===== src/rtl/apb_slave_mem.sv =====
// APB completer backed by a small register memory, with a fixed number of
// inserted wait states and an error response for out-of-range addresses.
module apb_slave_mem #(
    parameter int unsigned ADDR_W      = 8,
    parameter int unsigned DATA_W      = 8,
    parameter int unsigned DEPTH       = 64,
    parameter int unsigned WAIT_CYCLES = 1
) (
    input  logic              pclk,
    input  logic              preset,
    input  logic              psel,
    input  logic              penable,
    input  logic              pwrite,
    input  logic [ADDR_W-1:0] paddr,
    input  logic [DATA_W-1:0] pwdata,
    output logic [DATA_W-1:0] prdata,
    output logic              pready,
    output logic              pslverr
);

    localparam int unsigned      CNT_W   = 4;
    localparam int unsigned      IDX_W   = (DEPTH > 1) ? $clog2(DEPTH) : 1;
    localparam logic [ADDR_W:0]  DEPTH_L = (ADDR_W + 1)'(DEPTH);
    localparam logic [CNT_W-1:0] WAIT_L  = CNT_W'(WAIT_CYCLES);

    typedef enum logic [1:0] {
        S_IDLE,
        S_WAIT,
        S_READY
    } state_e;

    state_e              state_q, state_d;
    logic [CNT_W-1:0]    cnt_q, cnt_d;
    logic [ADDR_W-1:0]   addr_q, addr_d;
    logic                write_q, write_d;
    logic                err_q, err_d;
    logic                pready_d, pslverr_d;
    logic [DATA_W-1:0]   prdata_d;
    logic                mem_we_c;
    logic [DATA_W-1:0]   mem_q [DEPTH];

    // Next-state, capture and registered-output decode.
    always_comb begin
        state_d  = state_q;
        cnt_d    = cnt_q;
        addr_d   = addr_q;
        write_d  = write_q;
        err_d    = err_q;
        mem_we_c = 1'b0;
        case (state_q)
            S_IDLE: begin
                if (psel && !penable) begin
                    addr_d  = paddr;
                    write_d = pwrite;
                    err_d   = ({1'b0, paddr} >= DEPTH_L);
                    if (WAIT_L == '0) begin
                        state_d = S_READY;
                    end else begin
                        state_d = S_WAIT;
                        cnt_d   = WAIT_L;
                    end
                end
            end
            S_WAIT: begin
                if (!psel) begin
                    state_d = S_IDLE;
                    cnt_d   = '0;
                end else begin
                    cnt_d = cnt_q - CNT_W'(1);
                    if (cnt_q == CNT_W'(1)) begin
                        state_d = S_READY;
                    end
                end
            end
            S_READY: begin
                state_d  = S_IDLE;
                mem_we_c = psel && penable && write_q && !err_q;
            end
            default: state_d = S_IDLE;
        endcase

        // Outputs are registered, so they are decoded from the state being entered.
        pready_d  = (state_d == S_READY);
        pslverr_d = pready_d && err_d;
        prdata_d  = '0;
        if (pready_d && !write_d && !err_d) begin
            prdata_d = mem_q[addr_d[IDX_W-1:0]];
        end
    end

    always_ff @(posedge pclk or negedge preset) begin
        if (!preset) begin
            state_q <= S_IDLE;
            cnt_q   <= '0;
            addr_q  <= '0;
            write_q <= 1'b0;
            err_q   <= 1'b0;
            pready  <= 1'b0;
            pslverr <= 1'b0;
            prdata  <= '0;
        end else begin
            state_q <= state_d;
            cnt_q   <= cnt_d;
            addr_q  <= addr_d;
            write_q <= write_d;
            err_q   <= err_d;
            pready  <= pready_d;
            pslverr <= pslverr_d;
            prdata  <= prdata_d;
        end
    end

    // Storage is cleared by reset as well, so an interrupted transfer leaves nothing behind.
    always_ff @(posedge pclk or negedge preset) begin
        if (!preset) begin
            for (int unsigned i = 0; i < DEPTH; i++) begin
                mem_q[i] <= '0;
            end
        end else if (mem_we_c) begin
            mem_q[addr_q[IDX_W-1:0]] <= pwdata;
        end
    end

endmodule

===== config.mk =====
export PLATFORM = sky130hd
export DESIGN_NAME = apb_slave_mem
export DESIGN_NICKNAME = d
export VERILOG_FILES = /design/src/rtl/apb_slave_mem.sv
export SDC_FILE = /design/constraint.sdc
export NUM_CORES = 1
export LEC_CHECK = 0
export CAP_MARGIN = 20
export CORE_UTILIZATION = 55
export DETAILED_ROUTE_END_ITERATION = 8
export GPL_ROUTABILITY_DRIVEN = 0
export PLACE_DENSITY = 0.74
export SETUP_SLACK_MARGIN = 0.1
export SLEW_MARGIN = 30
export SYNTH_ARGS = -nofsm -noshare
export SYNTH_HDL_FRONTEND = slang
export SYNTH_SLANG_ARGS = --single-unit

===== constraint.sdc =====
create_clock -name pclk -period 2.4 [get_ports pclk]
set_input_delay 0.24 -clock pclk [delete_from_list [all_inputs] [get_ports pclk]]
set_output_delay 0.24 -clock pclk [all_outputs]
set_load 0.01 [all_outputs]

; ---- After elaboration in Yosys (flattened, before gate mapping)
; Cells that the tools add are included.
[word_totals]
word_cells = 120
reg_bits = 536
inputBits = 21
mem_bits_ro = 0
out_inout_bits = 10
mem_count = 0
latchBits = 0
mem_bits_rw = 0
[classes]
shift = 0
n_lt_le_gt_ge = 4
reduce_logical = 15
mux = 21
n_bitwise = 2
addsub = 1
n_eq_ne = 5
div = 0
mul = 0
[ops]
columns = op, n
row1 = $bwmux W512, 1
row2 = $bmux W8 S6, 1
row3 = $demux W8 S6, 1
row4 = $mux W8, 4
row5 = $ge A7 B7 Y1 const B, 2
row6 = $not A6 Y7, 2
row7 = $mux W6, 2
row8 = $ge A8 B7 Y1 const B, 1
row9 = $logic_and A1 B1 Y1, 8
row10 = $mux W4, 2
row11 = $pmux W4 S2, 1
row12 = $lt A7 B1 Y1 const B, 1
row13 = $mux W2, 3
row14 = $mux W1, 5
row15 = $eq A2 B2 Y1 const B, 2
row16 = $eq A4 B1 Y1 const B, 1
row17 = $logic_not A1 Y1, 4
row18 = $pmux W2 S2, 1
row19 = $sub A4 B1 Y4 const B, 1
row20 = $eq A2 B1 Y1 const B, 1
row21 = $logic_not A2 Y1, 1
row22 = $ne A2 B2 Y1 const B, 1
row23 = $reduce_and A2 Y1, 1
row24 = $reduce_bool A2 Y1, 1

; ---- Logic depth before layout (Yosys ltp)
; Gate-level depths: netlist (run 1).
[logic_depth]
depth_word = 9
depth_mapped = 13
ltp_nobuf = 8

; ---- Worst setup path before layout (run 1)
; No wires, ideal clock.
[synth_path]
path_kind = register to register
start = register state_q[0]
end = register prdata[6]
period_less_slack_ns = 2.647
setup_ns = 0.104
path_stages_with_launch = 12
required_time_ns = 2.296
setup_slack_ns = -0.247
path_buffers = 5
arrival_ns = 2.543
cell_sequence = dfrtp_1 -> buf_6 -> nor4b_2 -> buf_6 -> mux2i_4 -> buf_6 -> buf_2 -> buf_1 -> nand2_1 -> a32oi_1 -> a31oi_1 -> a221oi_1
[synth_between]
elab_chain_len = 7
elab_cells_between_ends = 19
classes_between = eq/ne: 2 / mux: 11 / bitwise: 1 / reduce/logical: 5
[synth_lines]
columns = element, line
row1 = "start, declared", 32  ; state_e state_q, state_d;
row2 = "start signal, assigned", 102  ; state_q <= state_d;
row3 = $logic_not A2 Y1 or $mux W2 (tied branches), "50, 70"
row4 = $mux W6 or $mux W2 (tied branches), "50, 65"
row5 = $not A6 Y7 (not written as such) or $pmux W2 S2 (tied branches), "87, 50"
row6 = $bmux W8 S6 or $eq A2 B2 Y1 (tied branches), "87, 83"
row7 = $mux W8 (not written as such) or $logic_and A1 B1 Y1 (tied branches) (2 in series), "87, 86"
row8 = $mux W8 *, 86  ; if (pready_d && !write_d && !err_d) begin
row9 = via prdata_d[6], 38  ; logic [DATA_W-1:0] prdata_d;
row10 = "end signal, assigned", 109  ; prdata <= prdata_d;
row11 = "end, declared", 16  ; output logic [DATA_W-1:0] prdata,
; The timed path passes the listed nets; every way through them passes the cells marked *. The select of a mux whose other input is x is not followed.
; A chain may end at the register's enable or synchronous reset.

; ---- Worst setup path after layout (run 1)
[layout_path]
start = register state_q[1]
end = register prdata[1]
; Same word-level chain as after synthesis.

==> results.md, run 1 <==
Clocking:
- The number of buffers inserted during clock tree synthesis is 55.
- The maximum level of the CTS H-tree is 2.
- The clock latency on the worst-skew pair is 0.61 ns.
- The TritonCTS clock tree is yes.
- The number of buffers between clock root and the deepest sink is 3.
- The TritonCTS sink count is 536.
- After clock tree synthesis, the clock-pin slew on the worst setup and hold paths is 0.06 ns.
- CTS placed an instance of clkbuf_16 at the clock tree root.

Floorplan:
- The floorplan step defined a die boundary enclosing 45820 µm².
- The total number of placement rows is 77.
- For this configuration, the core starts out at a cell density of 55.80%.
- The die is 214.0 µm tall.
- The die width is 214.0 µm.
- The I/O pin total is 31.
- The floorplan step defined a core boundary enclosing 44320 µm².

Drt:
- The residual DRC count is 0.
- The first routing iteration left 1876 violations.
- Once detail routing completed, the nets flagged for antenna violations numbered 0.
- The post-detailed-route wirelength per cell is 26.14 µm.
- The per-cell via count in the routed design is 6.303.
- The final route contains 16860 vias.
- The wire length reported by the detailed router is 69910 µm.
- The number of search-and-repair iterations in the first detailed-routing pass is 6.

Finish:
- The net total in the final layout is 2061.
- The finished layout holds 2674 standard cells, fillers aside.
- 0 antenna diodes ended up in the layout.
- The area of all placed cells without fillers is 31030 µm².
- The fraction of layout instances using a drive strength above 1 is 50.29%.
- The library cell used most frequently in the layout, excluding fill and tap cells, is dfrtp_1.
- The total of fill cells in the finished design is 2740.
- Measured on the finished design, the core utilization comes to 70.02%.
- Relative to the synthesized area, the layout overhead comes to 25.47%.
- Leaving out fill and tap cells, the most frequent cells in the layout are dfrtp_1, mux2_2, nand2_1, mux2_4, buf_4.

Critical path:
- The first element of the critical path is state_q[1]$_DFF_PN0_.
- STA classifies the critical path startpoint as a flop.
- The worst reg2reg path endpoint is prdata[1]$_DFF_PN0_.
- The type of the worst setup path is flop to flop.
- The worst register-to-register path begins at state_q[1]$_DFF_PN0_.
- Data on the critical path is required at its endpoint by 2.88 ns.
- For the worst setup path, the data arrival time is 3.53 ns.
- The number of cells on the worst reg-to-reg path is 11.
- The critical-path maximum fanout is 6.
- The worst setup path is captured at a flop.
- The minimum setup slack among reg-to-reg paths is -0.66 ns.

Status:
- The final reports fail on negative setup slack.
- The run finished, with violations left.

STA:
- The fmax is 327.0 MHz.
- The number of failing setup endpoints in the final timing report is 520.
- The number of slew-limit violations in the final report is 0.
- The post-route clock skew is 0.01442 ns.
- After layout, the minimum clock period comes to 3.058 ns.
- The post-route setup TNS is -190.33 ns.
- Across all setup checks in the final design, the least slack found is -0.6581 ns.
- Measured against its own limit, the worst slew margin works out to 46.57%.
- The part of the cycle the worst path needs is 127.4%.
- Setup repair after global routing could not meet its margin everywhere.
- The number of hold violations in the final report is 0.
- At the pin with the least slew margin, the transition time is 0.7985 ns.

Placed design:
- The detailed placement HPWL is 43750 µm.
- The count of buffers from port buffering is 30.
- The post-detailed-placement cell area is 27310 µm².
- Including well taps, the total number of placed cells is 2551.

Synth:
- The synthesized netlist cell count is 1840.
- The commonest register cell after synthesis is dfrtp_1.
- The net count after synthesis is 1863.
- The fraction of registers with async set or reset after synthesis is 100.0%.
- Counting flops with a built-in enable in the synthesized netlist gives 0.
- Synthesis inferred 536 register bits.
- The average instance in the mapped netlist occupies 13.44 µm².
- The sequential share of the synthesized area is 54.24%.
- The post-synthesis instance area is 24730 µm².
- The number of distinct library cells after synthesis is 62.
- For this run, the number of Yosys warnings is 0.

Job:
- Max-cap violations in this run came to 0.

GRT:
- The number of global-route vias before repair is 17560.
- The overall overflow remaining after global route is 0.
- The pin count of the biggest net entering global routing is 88.
- The global-route usage over all layers is 29.65%.
- The wire length of the first global-routing pass is 104900 µm.
- The initial antenna violation count is 0.

Power:
- VDD sags by at most 660.8 µV.
- For this design the static power due to leakage is 0.01485 µW.
- The total power density per cell area is 816.4 nW/µm².

Hold path:
- The kind of path behind the tightest hold check is primary input to asynchronous set/reset pin.
[cell usage after synthesis (2+ instances only)]
master,instances,area (µm²)
nor2_1,54,202.7
mux4_1,11,289.0
clkbuf_1,76,285.3
nand3b_1,4,30.03
a311oi_1,3,26.28
and3_1,16,100.1
buf_12,4,80.08
a22oi_1,14,105.1
o221ai_1,4,35.03
o21ai_0,16,80.08
nand4_1,13,81.33
nand3_1,51,255.2
a31oi_1,18,112.6
a32oi_1,18,157.7
inv_2,2,7.510
mux2i_1,32,320.3
mux4_2,54,1216
a211oi_1,8,60.06
dfrtp_1,536,13410
inv_1,7,26.28
nor3b_1,3,22.52
ha_1,2,25.02
mux2_2,533,6002
nand2_1,235,882.1
a21oi_1,18,90.09
and2_0,3,18.77
nor3_1,8,40.04
buf_8,2,30.03
buf_4,11,82.58
o22ai_1,10,62.56
mux2i_4,2,45.04
buf_2,19,95.09
nor2b_1,2,12.51
buf_1,11,41.29
buf_6,10,112.6
or3_1,3,18.77
or2_2,2,12.51
[what timing repair did]
item                                    4_1_cts  5_1_grt
cloned                                        2        1
resized for setup                            53      376
setup buffers                                 5       13
pin swaps                                     3       34
endpoints found under the hold margin        98        0
endpoints found under the setup margin      312      338
hold buffers                                  1        0
[flip-flops by register name (all words and copies together) (netlist names)]
name / flops
addr_q: 6
cnt_q: 4
err_q: 1
mem_q: 512
prdata: 8
pready: 1
pslverr: 1
state_q: 2
write_q: 1
[layout make-up]
cell class	count	area [µm²]	share of cell area [%]
sequential	536	13410	43.23
tap	592	740.7	2.387
timing repair buffer	273	3099	9.988
multi-input combinational	1160	11840	38.15
clock inverter	16	162.7	0.5242
clock buffer	85	1692	5.452
timing repair inverter	2	20.02	0.06452
inverter	10	63.81	0.2056
[report_power, final]
group / leakage, µW / switching [µW] / internal (µW) / total, µW
Clock: 0.000914 / 3590 / 5150 / 8740
Sequential: 0.00747 / 125 / 9160 / 9280
Combinational: 0.00647 / 4440 / 2870 / 7310
[critical path, cell delays in order (launching register included)]
cell and delay (ns):
dfrtp_1 0.42, nor4b_4 0.36, buf_12 0.18, mux2i_4 0.34
bufinv_16 0.26, buf_12 0.13, mux4_2 0.44, a22oi_2 0.21
o221ai_2 0.13, a211oi_2 0.22, buf_4 0.19, a211oi_2 0.05
[worst max path at each step]
stage / endpoint / slack [ns] / cells past startpoint
6_report: prdata[1]$_DFF_PN0_ / -0.66 / 11
5_1_grt: prdata[2]$_DFF_PN0_ / -0.74 / 11
4_1_cts: prdata[2]$_DFF_PN0_ / -0.55 / 12
3_5_place_dp: prdata[4]$_DFF_PN0_ / -0.98 / 12
3_3_place_gp: prdata[4]$_DFF_PN0_ / -0.92 / 12
2_1_floorplan: prdata[1]$_DFF_PN0_ / -0.20 / 11
[kinds of logic (layout without fill, tap and decap cells)]
logic type | after synthesis | count (layout) | share of synthesized area (%)
simple gates | 401 | 401 | 7.038
mux | 633 | 633 | 31.94
flops | 536 | 536 | 54.24
buf+inv | 144 | 386 | 3.152
fa+ha+maj | 2 | 2 | 0.1012
compound gates | 124 | 124 | 3.537
[metrics by stage]
stage | hold WS [ns] | setup slack, ns | power, µW
after global placement | 0.2016 | -0.9245 | 15490
final | 0.1664 | -0.6581 | 25330
after CTS | 0.1647 | -0.5525 | 24580
after global routing | 0.1931 | -0.7374 | 26050
after detailed placement | 0.2043 | -0.9801 | 15560
after floorplan | -0.05559 | -0.2025 | 12860
[per-layer routing]
metal | GRT usage [%] | wire (µm) | vias to the layer above
met4 | 11.08 | 2700 | 0
met2 | 47.65 | 33550 | 732
met1 | 40.46 | 28590 | 8882
li1 | - | - | 7063
met5 | 0 | 0 | -
met3 | 5.319 | 5068 | 178
(Power assumes the default switching activity.)
==> inputs of run 2 (changes only) <==
- CORE_UTILIZATION: 55 -> 57
- PLACE_DENSITY: 0.74 -> 0.76
==> run 2 against run 1 <==
Compared with the run above: the run still ends with negative setup slack left; via count is 2.1% higher; clock skew increased by 0.015 ns; critical endpoint is now prdata[7]$_DFF_PN0_; non-clock buffer count is 8 lower.
==> results.md, run 2 (synthesis gave the netlist of run 1 again) <==
Status:
- The run finished, with violations left.
- The final reports fail on negative setup slack.

Placed design:
- The count of buffers from port buffering is 30 (unchanged).
- The total instance count after detailed placement is 2511 (-1.6%).
- The detailed placement HPWL was 44660 µm (+2.1%).

Drt:
- The violation count after the first detailed-route iteration was 1899 (+1.2%).
- The residual DRC count is 0 (unchanged).
- The per-cell via count in the routed design is 6.492 (+3.0%).
- The post-detailed-route count of antenna-violating nets was 0 (unchanged).
- The number of search-and-repair iterations in the first detailed-routing pass was 5 (-1).
- The via count came to 17200 (+2.1%).
- The wire length reported by the detailed router is 72520 µm (+3.7%).
- The post-detailed-route wirelength per cell is 27.37 µm (+4.7%).

Finish:
- The register bank with the most flops is mem_q.
- The number of antenna cells inserted was 0 (unchanged).
- The flip-flop count of the largest register, all copies and words added is 512 (unchanged).
- The growth of design area from synthesis to finish is 23.90%.
- The top cell types in the final layout, fill and taps aside, are dfrtp_1, mux2_2, nand2_1, buf_4, mux2_4.
- The count of non-filler cells in the finished layout is 2650 (-0.90%).
- The sequential cell area in the final layout is 13410 µm² (unchanged).
- The fraction of layout instances using a drive strength above 1 is 50.60% (+0.31 points).
- The total of fill cells in the finished design is 2485 (-9.3%).
- The largest registers in the layout are mem_q x512, prdata x8, addr_q x6.
- The area of the multi-input gates is 11370 µm² (-3.9%).
- The net total in the final layout is 2053 (-0.39%).
- The library cell used most frequently in the layout, excluding fill and tap cells, is dfrtp_1.

GRT:
- The wire length of the first global-routing pass is 108800 µm (+3.7%).
- The initial antenna violation count is 2 (+2).
- The number of global-route vias before repair is 17630 (+0.43%).
- The pin count of the biggest net entering global routing was 101 (+15%).
- The overall overflow remaining after global route was 0 (unchanged).
- The global-route usage over all layers is 32.95% (+3.3 points).

Clocking:
- The TritonCTS sink count is 536 (unchanged).
- The number of buffers inserted during clock tree synthesis is 55 (unchanged).
- The clock tree root buffer cell is clkbuf_16.
- The clock latency on the worst-skew pair came to 0.61 ns (about the same).
- The clock-pin slew on the worst setup and hold paths is 0.06 ns (about the same).
- TritonCTS built the clock tree.
- The number of buffers between clock root and the deepest sink is 3 (unchanged).
- The maximum level of the CTS H-tree came to 2 (unchanged).

STA:
- The fmax is 341.4 MHz (+4.4%).
- The post-route setup TNS is -3.685 ns (+186.65 ns).
- The number of slew-limit violations in the final report is 0 (unchanged).
- The part of the cycle the worst path needs came to 122.0% (-5.4 points).
- The number of failing setup endpoints in the final timing report is 9 (-98%).
- The post-route worst setup slack is -0.5292 ns (+0.1289 ns).
- The worst slew slack as a fraction of its limit was 45.59% (-0.98 points).
- The slew at the pin with the worst max-slew slack was 0.8162 ns (+0.01764 ns).
- The number of hold violations in the final report is 0 (unchanged).
- The final critical-path required period was 2.929 ns (-0.1289 ns).
- Setup repair after global routing could not meet its margin everywhere.
- The post-route clock skew was 0.02938 ns (+0.01496 ns).

Critical path:
- The required time of the critical path is 2.88 ns (about the same).
- The category of the worst setup path capture point is a flop.
- The critical-path maximum fanout is 7 (+1).
- The worst endpoint data arrival time is 3.41 ns (-0.12 ns).
- The setup path with the least slack is of type flop to flop.
- The kind of start point of the critical path is a flop.

Floorplan:
- The total number of placement rows is 75 (-2.6%).
- The die width is 210.3 µm (-1.8%).
- The floorplan die height is 210.3 µm (-1.8%).
- The effective utilization at floorplan is 58.43% (+2.6 points).
- The area of the die was 44220 µm² (-3.5%).
- The area of the core is 42320 µm² (-4.5%).
- The I/O pin total came to 31 (unchanged).

Job:
- The count of max-cap constraint violations is 0 (unchanged).

Power:
- The share of power burned in combinational logic is 30.8% (+1.9 points).
- The post-layout total power came to 26650 µW (+5.2%).
- The switching part of the total power is 31.83% (-0.35 points).
- The total power density per cell area came to 869.6 nW/µm² (+6.5%).
- The clock group share of total power is 34.4% (about the same).
- The switching power is 8481 µW (+4.0%).
- The leakage dissipation is 0.01492 µW (+0.53%).
- The internal power component is 18160 µW (+5.7%).
- The worst-case vdd ir drop is 548.2 µV (-17%).
- The part of the power in registers is 34.8% (-1.9 points).

Hold path:
- In this run the worst hold path is classified as primary input to asynchronous set/reset pin.
run 2: cell count changes in the layout (fill, tap and decap cells not counted), sizes merged:
cell,previous run,this run
buf,250,239
clkbuf,86,78
bufinv,4,10
bufbuf,0,3
clkinvlp,3,0
clkinv,10,12
inv,11,13
run 2: area by class of cell:
type	instances	share of cell area, %
tap	577	2.356
sequential	536	43.77
timing repair buffer	265	10.10
clock buffer	77	5.219
multi-input combinational	1160	37.11
clock inverter	23	1.135
inverter	10	0.2246
timing repair inverter	2	0.07350
run 2: per-layer routing:
layer / GRT usage, % / vias to the layer above / share of wire, %
met1: 44.49 / 9037 / 39
met3: 6.779 / 226 / 9.0
met5: 0 / - / 0.037
met4: 14.50 / 4 / 4.7
li1: - / 7053 / -
met2: 51.96 / 884 / 47
run 2: worst paths after layout:
path	start	to	slack, ns	depth (start not counted)
max	state_q[1]$_DFF_PN0_	prdata[7]$_DFF_PN0_	-0.53	12
max reg2reg	state_q[1]$_DFF_PN0_	prdata[7]$_DFF_PN0_	-0.53	12
min reg2reg	mem_q[393]$_DFFE_PN0P_	mem_q[393]$_DFFE_PN0P_	0.50	1
max in group asynchronous	preset	mem_q[185]$_DFFE_PN0P_	1.32	3
min	preset	cnt_q[1]$_DFFE_PN0P_	0.17	2
min in group pclk	pwrite	write_q$_DFF_PN0_	0.24	3
run 2: power groups by stage:
stage	sequential [µW]	clock, µW	combinational [µW]
floorplan	9410	0	3460
global placement	9430	0	6060
detailed placement	9430	0	6130
CTS	9270	9230	7590
global route	9290	9590	8410
finish	9290	9160	8200
run 2: worst max-delay path, stage by stage, from the launching register on:
cell	delay, ns
dfrtp_1	0.41
nor4b_4	0.31
buf_12	0.17
mux2i_4	0.27
bufinv_16	0.24
buf_16	0.16
buf_12	0.15
buf_12	0.14
mux4_2	0.41
nand2_1	0.09
a21oi_1	0.10
a211oi_2	0.28
a211oi_2	0.07
run 2: per-stage QoR:
stage          worst slack (ns)  hold slack (ns)  cell area, µm²  util [%]
5_1_grt                 -0.5804           0.1970           30640     72.40
2_1_floorplan           -0.2025         -0.05559           24770         -
6_report                -0.5292           0.1723           30640     72.40
3_5_place_dp            -0.8009           0.1927           27100     64.04
3_3_place_gp            -0.7682           0.2025           27100     64.04
4_1_cts                 -0.3876           0.1761           29990     70.86
run 2: what timing repair did:
action                     CTS  global route
pin swaps                   44            31
gates cloned                 9             1
hold buffers                 1             0
setup endpoints to repair   98           307
setup buffers               25             3
gates resized for setup    120           159
hold endpoints to repair   120             0
